--- config.mk ---
export PLATFORM = sky130hd
export DESIGN_NAME = clock_mode_ctrl_flat
export DESIGN_NICKNAME = d
export VERILOG_FILES = /design/src/rtl/clock_mode_ctrl_pkg.sv /design/src/rtl/clock_mode_ctrl_if.sv /design/src/rtl/clock_mode_ctrl_wrap_counter.sv /design/src/rtl/clock_mode_ctrl.sv /design/src/flat_wrapper.sv
export SDC_FILE = /design/constraint.sdc
export NUM_CORES = 1
export LEC_CHECK = 0
export BUFFER_PORTS_ARGS = -buffer_cell sky130_fd_sc_hd__buf_2
export CORE_ASPECT_RATIO = 0.8
export CORE_UTILIZATION = 55
export CTS_CLUSTER_DIAMETER = 60
export CTS_CLUSTER_SIZE = 28
export DETAILED_ROUTE_END_ITERATION = 10
export GPL_ROUTABILITY_DRIVEN = 0
export GPL_TIMING_DRIVEN = 0
export PLACE_DENSITY_LB_ADDON = 0.3
export SYNTH_ARGS = -nofsm -noshare
export SYNTH_HDL_FRONTEND = slang
export SYNTH_HIERARCHICAL = 1
export SYNTH_SLANG_ARGS = --single-unit
--- constraint.sdc ---
create_clock -name clk -period 5.9 [get_ports clk]
set_clock_uncertainty 0.1 [all_clocks]
set_input_delay 1.475 -clock clk [delete_from_list [all_inputs] [get_ports clk]]
set_output_delay 1.475 -clock clk [all_outputs]
set_load 0.03 [all_outputs]
--- src/rtl/clock_mode_ctrl_pkg.sv ---
// Shared types and constants for the clock/alarm mode controller.
// Field indices follow the order the left/right buttons step through.
package clock_mode_ctrl_pkg;

    localparam int unsigned H_W = 5;
    localparam int unsigned M_W = 6;

    typedef enum logic {
        MODE_CLOCK  = 1'b0,
        MODE_ADJUST = 1'b1
    } mode_e;

    typedef logic [1:0] field_t;

    localparam field_t F_CLK_H = 2'd0;
    localparam field_t F_CLK_M = 2'd1;
    localparam field_t F_ALM_H = 2'd2;
    localparam field_t F_ALM_M = 2'd3;

    function automatic logic [3:0] field_onehot(input field_t f);
        return 4'b0001 << f;
    endfunction

endpackage

--- src/rtl/clock_mode_ctrl_if.sv ---
// Button/tick inputs and display/buzzer outputs of the clock mode controller.
// master = button conditioning side, slave = controller.
interface clock_mode_ctrl_if;
    import clock_mode_ctrl_pkg::*;

    logic           en_1hz;
    logic           btn_c;
    logic           btn_u;
    logic           btn_d;
    logic           btn_l;
    logic           btn_r;
    logic [H_W-1:0] hours;
    logic [M_W-1:0] minutes;
    logic [M_W-1:0] seconds;
    logic [H_W-1:0] alm_hours;
    logic [M_W-1:0] alm_minutes;
    logic           adjust_mode;
    logic [3:0]     sel_led;
    logic           alarm;

    modport master (
        output en_1hz, btn_c, btn_u, btn_d, btn_l, btn_r,
        input  hours, minutes, seconds, alm_hours, alm_minutes,
        input  adjust_mode, sel_led, alarm
    );

    modport slave (
        input  en_1hz, btn_c, btn_u, btn_d, btn_l, btn_r,
        output hours, minutes, seconds, alm_hours, alm_minutes,
        output adjust_mode, sel_led, alarm
    );

endinterface

--- src/rtl/clock_mode_ctrl_wrap_counter.sv ---
// Modulo-MOD up/down counter with synchronous clear; carry flags an inc wrap.
// Priority: clr > (inc and dec together = hold) > inc/dec.
module wrap_counter #(
    parameter int unsigned MOD = 60,
    parameter int unsigned W   = 6
) (
    input  logic         clk,
    input  logic         rst,
    input  logic         inc,
    input  logic         dec,
    input  logic         clr,
    output logic [W-1:0] value,
    output logic         carry
);

    localparam logic [W-1:0] MAX = W'(MOD - 1);

    logic [W-1:0] r_value;
    logic [W-1:0] w_next;
    logic         w_up;
    logic         w_dn;

    assign w_up  = inc & ~dec & ~clr;
    assign w_dn  = dec & ~inc & ~clr;
    assign carry = w_up & (r_value == MAX);
    assign value = r_value;

    // Boundary compared before loading, so values above MAX never appear.
    always_comb begin
        w_next = r_value;
        if (clr) begin
            w_next = '0;
        end else if (w_up) begin
            w_next = (r_value == MAX) ? '0 : r_value + 1'b1;
        end else if (w_dn) begin
            w_next = (r_value == '0) ? MAX : r_value - 1'b1;
        end
    end

    always_ff @(posedge clk or posedge rst) begin
        if (rst) begin
            r_value <= '0;
        end else begin
            r_value <= w_next;
        end
    end

endmodule

--- src/rtl/clock_mode_ctrl.sv ---
// Time-of-day clock with alarm: CLOCK/ADJUST mode FSM, field select,
// button priority resolution and latched alarm flag.
module clock_mode_ctrl
    import clock_mode_ctrl_pkg::*;
#(
    parameter int unsigned H_MOD = 24,
    parameter int unsigned M_MOD = 60
) (
    input  logic               clk,
    input  logic               rst,
    clock_mode_ctrl_if.slave   bus
);

    mode_e          r_mode;
    mode_e          w_mode_next;
    field_t         r_sel;
    field_t         w_sel_next;
    logic [3:0]     r_sel_led;
    logic [3:0]     w_sel_led_next;
    logic           r_alarm;
    logic           w_alarm_next;

    logic           w_any_btn;
    logic           w_ev_clr;
    logic           w_ev_c;
    logic           w_ev_ud;
    logic           w_ev_lr;
    logic           w_run;
    logic           w_adj;
    logic           w_up;
    logic           w_dn;
    logic           w_hit;

    logic [H_W-1:0] w_hours;
    logic [M_W-1:0] w_minutes;
    logic [M_W-1:0] w_seconds;
    logic [H_W-1:0] w_alm_hours;
    logic [M_W-1:0] w_alm_minutes;
    logic           w_sec_carry;
    logic           w_min_carry;
    logic           w_hr_carry;
    logic [1:0]     w_unused_carry;
    logic [H_W-1:0] w_post_h;
    logic [M_W-1:0] w_post_m;

    // One event per cycle: alarm-clear swallows any tick, then centre,
    // then up/down, then left/right.
    assign w_any_btn = bus.btn_c | bus.btn_u | bus.btn_d | bus.btn_l | bus.btn_r;
    assign w_ev_clr  = r_alarm & w_any_btn;
    assign w_ev_c    = ~w_ev_clr & bus.btn_c;
    assign w_ev_ud   = ~w_ev_clr & ~bus.btn_c & (bus.btn_u | bus.btn_d);
    assign w_ev_lr   = ~w_ev_clr & ~bus.btn_c & ~(bus.btn_u | bus.btn_d)
                       & (bus.btn_l | bus.btn_r);

    assign w_run = (r_mode == MODE_CLOCK);
    assign w_adj = (r_mode == MODE_ADJUST);
    assign w_up  = w_adj & w_ev_ud & bus.btn_u & ~bus.btn_d;
    assign w_dn  = w_adj & w_ev_ud & bus.btn_d & ~bus.btn_u;

    wrap_counter #(.MOD(M_MOD), .W(M_W)) u_sec (
        .clk   (clk),
        .rst   (rst),
        .inc   (w_run & bus.en_1hz),
        .dec   (1'b0),
        .clr   (w_run & w_ev_c),
        .value (w_seconds),
        .carry (w_sec_carry)
    );

    wrap_counter #(.MOD(M_MOD), .W(M_W)) u_min (
        .clk   (clk),
        .rst   (rst),
        .inc   ((w_run & w_sec_carry) | (w_up & (r_sel == F_CLK_M))),
        .dec   (w_dn & (r_sel == F_CLK_M)),
        .clr   (1'b0),
        .value (w_minutes),
        .carry (w_min_carry)
    );

    // Minute carry only propagates while running, so edits never ripple.
    wrap_counter #(.MOD(H_MOD), .W(H_W)) u_hour (
        .clk   (clk),
        .rst   (rst),
        .inc   ((w_run & w_min_carry) | (w_up & (r_sel == F_CLK_H))),
        .dec   (w_dn & (r_sel == F_CLK_H)),
        .clr   (1'b0),
        .value (w_hours),
        .carry (w_hr_carry)
    );

    wrap_counter #(.MOD(H_MOD), .W(H_W)) u_alm_hour (
        .clk   (clk),
        .rst   (rst),
        .inc   (w_up & (r_sel == F_ALM_H)),
        .dec   (w_dn & (r_sel == F_ALM_H)),
        .clr   (1'b0),
        .value (w_alm_hours),
        .carry (w_unused_carry[0])
    );

    wrap_counter #(.MOD(M_MOD), .W(M_W)) u_alm_min (
        .clk   (clk),
        .rst   (rst),
        .inc   (w_up & (r_sel == F_ALM_M)),
        .dec   (w_dn & (r_sel == F_ALM_M)),
        .clr   (1'b0),
        .value (w_alm_minutes),
        .carry (w_unused_carry[1])
    );

    // Match is taken on the time the counters will hold after this tick;
    // seconds==0 afterwards is exactly a seconds carry.
    assign w_post_m = w_min_carry ? '0 : w_minutes + 1'b1;
    assign w_post_h = w_min_carry ? (w_hr_carry ? '0 : w_hours + 1'b1) : w_hours;
    assign w_hit    = w_run & w_sec_carry
                      & (w_post_h == w_alm_hours) & (w_post_m == w_alm_minutes);

    always_comb begin
        w_mode_next = r_mode;
        case (r_mode)
            MODE_CLOCK:  if (w_ev_c) w_mode_next = MODE_ADJUST;
            MODE_ADJUST: if (w_ev_c) w_mode_next = MODE_CLOCK;
        endcase
    end

    always_comb begin
        w_sel_next = r_sel;
        if (w_adj & w_ev_lr) begin
            if (bus.btn_r & ~bus.btn_l) begin
                w_sel_next = r_sel + 2'd1;
            end else if (bus.btn_l & ~bus.btn_r) begin
                w_sel_next = r_sel - 2'd1;
            end
        end
        w_sel_led_next = (w_mode_next == MODE_ADJUST) ? field_onehot(w_sel_next) : '0;
    end

    always_comb begin
        w_alarm_next = r_alarm;
        if (w_ev_clr) begin
            w_alarm_next = 1'b0;
        end else if (w_hit) begin
            w_alarm_next = 1'b1;
        end
    end

    always_ff @(posedge clk or posedge rst) begin
        if (rst) begin
            r_mode    <= MODE_CLOCK;
            r_sel     <= F_CLK_H;
            r_sel_led <= '0;
            r_alarm   <= 1'b0;
        end else begin
            r_mode    <= w_mode_next;
            r_sel     <= w_sel_next;
            r_sel_led <= w_sel_led_next;
            r_alarm   <= w_alarm_next;
        end
    end

    assign bus.hours       = w_hours;
    assign bus.minutes     = w_minutes;
    assign bus.seconds     = w_seconds;
    assign bus.alm_hours   = w_alm_hours;
    assign bus.alm_minutes = w_alm_minutes;
    assign bus.adjust_mode = (r_mode == MODE_ADJUST);
    assign bus.sel_led     = r_sel_led;
    assign bus.alarm       = r_alarm;

endmodule

--- src/flat_wrapper.sv ---
// flat-port wrapper written by rule: the top's interface ports become plain ports
module clock_mode_ctrl_flat import clock_mode_ctrl_pkg::*;
#(
    parameter int unsigned H_MOD = 24,
    parameter int unsigned M_MOD = 60
)
  (clk, rst, bus_en_1hz, bus_btn_c, bus_btn_u, bus_btn_d, bus_btn_l, bus_btn_r, bus_hours, bus_minutes, bus_seconds, bus_alm_hours, bus_alm_minutes, bus_adjust_mode, bus_sel_led, bus_alarm);
  clock_mode_ctrl_if bus_i ();
  input  logic clk;
  input  logic rst;
  input wire logic [$bits(bus_i.en_1hz)-1:0] bus_en_1hz;
  input wire logic [$bits(bus_i.btn_c)-1:0] bus_btn_c;
  input wire logic [$bits(bus_i.btn_u)-1:0] bus_btn_u;
  input wire logic [$bits(bus_i.btn_d)-1:0] bus_btn_d;
  input wire logic [$bits(bus_i.btn_l)-1:0] bus_btn_l;
  input wire logic [$bits(bus_i.btn_r)-1:0] bus_btn_r;
  output wire logic [$bits(bus_i.hours)-1:0] bus_hours;
  output wire logic [$bits(bus_i.minutes)-1:0] bus_minutes;
  output wire logic [$bits(bus_i.seconds)-1:0] bus_seconds;
  output wire logic [$bits(bus_i.alm_hours)-1:0] bus_alm_hours;
  output wire logic [$bits(bus_i.alm_minutes)-1:0] bus_alm_minutes;
  output wire logic [$bits(bus_i.adjust_mode)-1:0] bus_adjust_mode;
  output wire logic [$bits(bus_i.sel_led)-1:0] bus_sel_led;
  output wire logic [$bits(bus_i.alarm)-1:0] bus_alarm;
  assign bus_i.en_1hz = bus_en_1hz;
  assign bus_i.btn_c = bus_btn_c;
  assign bus_i.btn_u = bus_btn_u;
  assign bus_i.btn_d = bus_btn_d;
  assign bus_i.btn_l = bus_btn_l;
  assign bus_i.btn_r = bus_btn_r;
  assign bus_hours = bus_i.hours;
  assign bus_minutes = bus_i.minutes;
  assign bus_seconds = bus_i.seconds;
  assign bus_alm_hours = bus_i.alm_hours;
  assign bus_alm_minutes = bus_i.alm_minutes;
  assign bus_adjust_mode = bus_i.adjust_mode;
  assign bus_sel_led = bus_i.sel_led;
  assign bus_alarm = bus_i.alarm;
  clock_mode_ctrl #(.H_MOD(H_MOD), .M_MOD(M_MOD)) u_core (.clk(clk), .rst(rst), .bus(bus_i));
endmodule
After elaboration in Yosys (flattened, before gate mapping)
Index checks and enable logic that the tools add are counted.

storage, ports and cells
  register bits after elaboration = 36
  input port bits = 8
  output and inout port bits = 34

cells by class
  add/sub/neg operators = 11
  equality and inequality tests = 10
  shift-type cells = 1
  multiplexer cells = 31
  bitwise logic cells = 65
  reduce and logical (&&, ||, !) cells = 11

operators with widths
  operator               number
  $mux W6                12
  $mux W5                10
  $and A1 B1 Y1          40
  $add A6 B1 Y6 const B  3
  $eq A6 B6 Y1 const B   3
  $not A1 Y1             17
  $logic_not A6 Y1       2
  $reduce_bool A2 Y1     6
  $sub A6 B1 Y6 const B  2
  $add A5 B1 Y5 const B  2
  $eq A5 B5 Y1 const B   2
  $logic_not A5 Y1       2
  $sub A5 B1 Y5 const B  2
  $or A1 B1 Y1           8
  $eq A6 B6 Y1           1
  $mux W2                3
  $eq A5 B5 Y1           1
  $eq A2 B2 Y1 const B   2
  $mux W1                4
  $mux W4                1
  $shl A1 B2 Y4 const A  1
  $add A2 B1 Y2 const B  1
  $eq A2 B1 Y1 const B   1
  $logic_not A2 Y1       1
  other kinds (2)        2

Longest topological paths before layout
  word-level depth = 26
  depth in mapped cells = 22
  depth with buffers taken out = 18

Hierarchy
Netlist, hierarchy kept.

modules (own cells, without submodules)
  module                                 instances  cells each  area each (um2)  seq. area each (um2)
  wrap_counter at u_core.u_alm_min ...   3          78          583.1            150.1
  clock_mode_ctrl                        1          120         993.5            200.2
  wrap_counter at u_core.u_alm_hour ...  2          43          407.9            125.1

Worst setup path before layout
Ideal clock, no wire load.

  path type = input to register
  start = input bus_btn_c
  end = register u_core.r_alarm, in the netlist u_core/bus.alarm
  setup time = 0.077 ns
  arrival time = 5.502 ns
  required time = 5.723 ns
  path slack = 0.221 ns
  cell stages on the path = 22
  buffers on the path = 4
  path through = nor2b_1 > ha_1 > buf_6 > or3b_4 > buf_6 > nor3_1 > and2b_2 > a21o_1 > or3b_4 > buf_6 > nor3_1 > buf_2 > inv_1 > o21ai_0 > nand2b_1 > nor3_1 > inv_1 > o41ai_1 > nor2_1 > a221oi_1 > o2111ai_1 > o21ai_1

between the ends
  word-level cells in the longest chain between the ends = 25

ends and longest elaborated chain
  what                                     RTL line                            text
  start, declared                          flat_wrapper.sv:12                  input wire logic [$bits(bus_i.btn_c)-1:0] bus_btn_c;
  $or A1 B1 Y1 (4 in a row)                clock_mode_ctrl.sv:48               assign w_any_btn = bus.btn_c | bus.btn_u | bus.btn_d | bus.btn_l | bus.btn_r;
  $and A1 B1 Y1                            clock_mode_ctrl.sv:49               assign w_ev_clr = r_alarm & w_any_btn;
  $not A1 Y1                               clock_mode_ctrl.sv:50               assign w_ev_c = ~w_ev_clr & bus.btn_c;
  $and A1 B1 Y1 (*)                        clock_mode_ctrl.sv:50
  $and A1 B1 Y1 (*)                        clock_mode_ctrl.sv:65               .clr (w_run & w_ev_c),
  $not A1 Y1 (*)                           n/a
  $and A1 B1 Y1 (*)                        clock_mode_ctrl_wrap_counter.sv:23  assign w_up = inc & ~dec & ~clr;
  $and A1 B1 Y1 (*)                        clock_mode_ctrl_wrap_counter.sv:25  assign carry = w_up & (r_value == MAX);
  named net u_core.w_sec_carry             clock_mode_ctrl.sv:39               logic w_sec_carry;
  [4 not listed]                           n/a
  named net u_core.w_min_carry             clock_mode_ctrl.sv:40               logic w_min_carry;
  [1 not listed]                           n/a
  $or A1 B1 Y1 (*)                         clock_mode_ctrl.sv:84               .inc ((w_run & w_min_carry) | (w_up & (r_sel == F_CLK_H))),
  $and A1 B1 Y1 (*)                        clock_mode_ctrl_wrap_counter.sv:23
  $and A1 B1 Y1 (*)                        clock_mode_ctrl_wrap_counter.sv:25
  named net u_core.w_hr_carry              clock_mode_ctrl.sv:41               logic w_hr_carry;
  $mux W5 (*) (2 in a row)                 clock_mode_ctrl.sv:114              assign w_post_h = w_min_carry ? (w_hr_carry ? '0 : w_hours + 1'b1) : w_hours;
  $eq A5 B5 Y1 (*)                         clock_mode_ctrl.sv:116              & (w_post_h == w_alm_hours) & (w_post_m == w_alm_minutes);
  $and A1 B1 Y1 (*) (2 in a row)           clock_mode_ctrl.sv:116
  $reduce_bool A2 Y1 (no source line) (*)  n/a
  end signal, assigned                     clock_mode_ctrl.sv:157              r_alarm <= w_alarm_next;
  end, declared                            clock_mode_ctrl.sv:20               logic r_alarm;

Mark *: on every way through the listed nets, which the timed path passes. The rest lies on a longest branch.
A chain may end at the register's enable or synchronous reset.

Worst setup path in the final report
Ends and elaborated chain as after synthesis.

==> results.txt <==
The flow ran to the end, and the final reports show no timing, DRC or antenna violations. The number of warning messages in the yosys log is 6, and the CTS sink count is 36. Capturing instance or port of the critical path: u_core/bus.alarm$_DFFE_PP0P_. The die boundary width works out to 91.8 um. The worst register-to-register path has a setup slack of 1.03 ns. Of all nets on the critical path, the largest fanout is 10. The final antenna diode count is 0. Across all layers, the routed design uses 3631 vias. Cell count after synthesis: 438. Among all stages on the critical path, the largest delay is contributed by sky130_fd_sc_hd__or3b_4. After clock tree synthesis, the clock-pin slew on the worst setup and hold paths is 0.07 ns.

After floorplanning, the core was sized to cover 6070 um2. Data on the critical path arrives at its endpoint at 5.86 ns. The analysis attributes to cell leakage a power of 1.88 nW.

The number of I/O port buffers came out at 41. The first global-routing pass estimated 15000 um of wire. The first routing iteration left 416 violations. The worst register-to-register path begins at u_core/bus.adjust_mode$_DFF_PP0_.

The final cell count without fillers came out at 592. The number of hold buffers added after CTS was 0. The tightest min-delay check is of the flop to flop type.

The worst pin sits at a relative slew slack of 59.8%. IR analysis of the VDD net gives a maximum drop of 0.114 mV. In this run the power density over the cells is 260 nW/um2. Summed over all layers, the routed wires come to 9090 um. From synthesis to final layout, the design area changed by 15.6%. Launch instance of the worst min-delay path: u_core/bus.alarm$_DFFE_PP0P_. Across every metal layer, demand over resource in global routing totals 27.5%. Dividing the detail-routed wire length by the instance count gives 15.4 um. Summed over all nets, the half-perimeter wirelength after detailed placement is 6610 um. For the overall die area, the log shows 6780 um2. The minimum setup slack in the final design is 0.149 ns, and the slew at the pin closest to its max-slew limit is 0.602 ns.

At the worst endpoint, the required time is 6.01 ns. The tools report the library cell used as clock root buffer as sky130_fd_sc_hd__clkbuf_8. For the placement row count, the log shows 25.

The worst reg-to-reg path cell count is 22. In the layout the commonest cells are sky130_fd_sc_hd__buf_2 (44), sky130_fd_sc_hd__nor2_1 (43), sky130_fd_sc_hd__dfrtp_1 (36), sky130_fd_sc_hd__inv_1 (31), sky130_fd_sc_hd__nand2_1 (31). By instance count, the cell type seen most on the critical path is sky130_fd_sc_hd__buf_6. The post-synthesis instance area was 3550 um2; the via density per instance was 6.13.

The initial cell density of the core is 58.5%. The hold violation total from the final report was 0. On the critical path the largest part of the delay comes from simple AND/OR/NAND/NOR gates. The fraction of layout instances using a drive strength above 1 came out at 17.0%.

Average cell area after synthesis: 8.10 um2. For this run the aggregate overflow at the end of global routing stands at 0. The endpoint identified for the worst register-to-register timing path is u_core/bus.alarm$_DFFE_PP0P_. OpenSTA, run right after detailed placement, puts the worst setup slack at -0.655 ns. TritonCTS built the clock tree. The number of global-route vias before repair is 3283. Before antenna repair, the detailed router went through 6 iterations.

Entering global routing, the biggest net connects 14 pins. Counting along the longest clock path gives a buffer depth of 2. The number of antenna violations at the first check in global routing came out at 0.

On the worst path, the slowest cell contributes a delay of 0.39 ns. The H-tree was split into 2 levels. After detailed placement, the design holds a cell count of 582. The smallest clock period supported by the final layout is computed as 5.75 ns. The number of top-level design ports is 42, and the critical path depth is 23.

In this run the remaining antenna-violating nets after routing total 0. The critical path starts at bus_btn_c. Max-cap violations in this run came to 0.

Post-detailed-route DRC marker count: 0. Leaving out fill and tap cells, the most frequent cell in the layout is sky130_fd_sc_hd__buf_2. By startpoint and endpoint, the worst setup path is classified as input pin to flop.

The number of buffers and inverters on the critical path is 7. The number of clock buffers added by TritonCTS is 5. Setup violations remaining at the end of the flow were counted as 0. For this run, the top clock speed supported by timing is 174 MHz.

The critical path goes through buf_2 -> nor2b_1 -> ha_1 -> buf_6 -> or3b_4 -> buf_6 -> nor3_1 -> and2b_2 -> a21o_4 -> or3b_4 -> buf_6 -> nor3_1 -> buf_4 -> inv_1 -> o21ai_4 -> nand2b_1 -> nor3_4 -> inv_1 -> o41ai_2 -> nor2_1 -> a221oi_1 -> o2111ai_1 -> o21ai_1. For the max-slew violation count, the log shows 0. For the worst-skew pair, the clock arrives at the later sink with an insertion delay of 0.29 ns. Dividing the final minimum period by the clock period gives 97.5%. The startpoint type of the worst setup path was an input pin. In this run the vertical extent of the chip is 73.8 um. The tools report the kind of end point of the critical path as a flop. The tools report the post-layout net count as 538.
through the flow:
step	power, mW	setup TNS, ns	instance area (um2)	util (%)	hold WS [ns]
final	1.07	0	4100	67.6	0.530
after floorplan	0.717	0	3630	-	0.517
after CTS	1.06	0	4060	66.9	0.523
after global placement	0.819	-0.565	3940	64.9	0.488
after detailed placement	0.834	-0.655	3940	64.9	0.504
after global routing	1.14	-0.00623	4100	67.6	0.573
worst min path at each step:
stage	depth (start not counted)	slack, ns	to
2_1_floorplan	1	0.52	u_core/r_sel[0]$_DFF_PP0_
6_report	2	0.53	u_core/bus.alarm$_DFFE_PP0P_
5_1_grt	2	0.57	u_core/bus.alarm$_DFFE_PP0P_
3_3_place_gp	2	0.49	u_core/bus.alarm$_DFFE_PP0P_
3_5_place_dp	2	0.50	u_core/bus.alarm$_DFFE_PP0P_
4_1_cts	2	0.52	u_core/bus.alarm$_DFFE_PP0P_
sequential cells by signal (all words and copies together) (netlist names):
name                     cells
u_core/u_sec/value           6
u_core/u_alm_min/value       6
u_core/u_min/value           6
u_core/u_hour/value          5
u_core/r_sel                 2
u_core/bus.sel_led           4
u_core/bus.adjust_mode       1
u_core/bus.alarm             1
u_core/u_alm_hour/value      5
power breakdown:
group	switching (mW)	internal (mW)
Clock	0.0917	0.125
Combinational	0.307	0.187
Sequential	0.0687	0.287
Total	0.468	0.599
routing by layer:
| layer | part of all wire [%] | wire length (um) | global-route usage [%] | vias up |
|---|---|---|---|---|
| met3 | 7.6 | 688 | 4.24 | 14 |
| met1 | 43 | 3900 | 35.9 | 1701 |
| met5 | 0 | 0 | 0 | - |
| li1 | - | - | - | 1718 |
| met4 | 1.2 | 106 | 8.85 | 0 |
| met2 | 48 | 4400 | 47.4 | 198 |
final cells by class:
cell class / instances / area (um2)
Buffer: 17 / 118
Tap cell: 81 / 101
Clock inverter: 2 / 35.0
Fill cell: 512 / 1970
Timing Repair Buffer: 43 / 220
Clock buffer: 6 / 72.6
Inverter: 31 / 116
Sequential cell: 36 / 901
Multi-Input combinational cell: 376 / 2540
timing repair:
action	CTS	global route
endpoints found under the setup margin	1	1
resized for setup	4	5
pin swaps	0	1
setup buffers	0	2
tightest hold or removal path, cell delays in order, from the launching register on:
cell	delay, ns
sky130_fd_sc_hd__dfrtp_1	0.44
sky130_fd_sc_hd__nand2b_1	0.08
sky130_fd_sc_hd__o21ai_1	0.07
(Power assumes the default switching activity.)
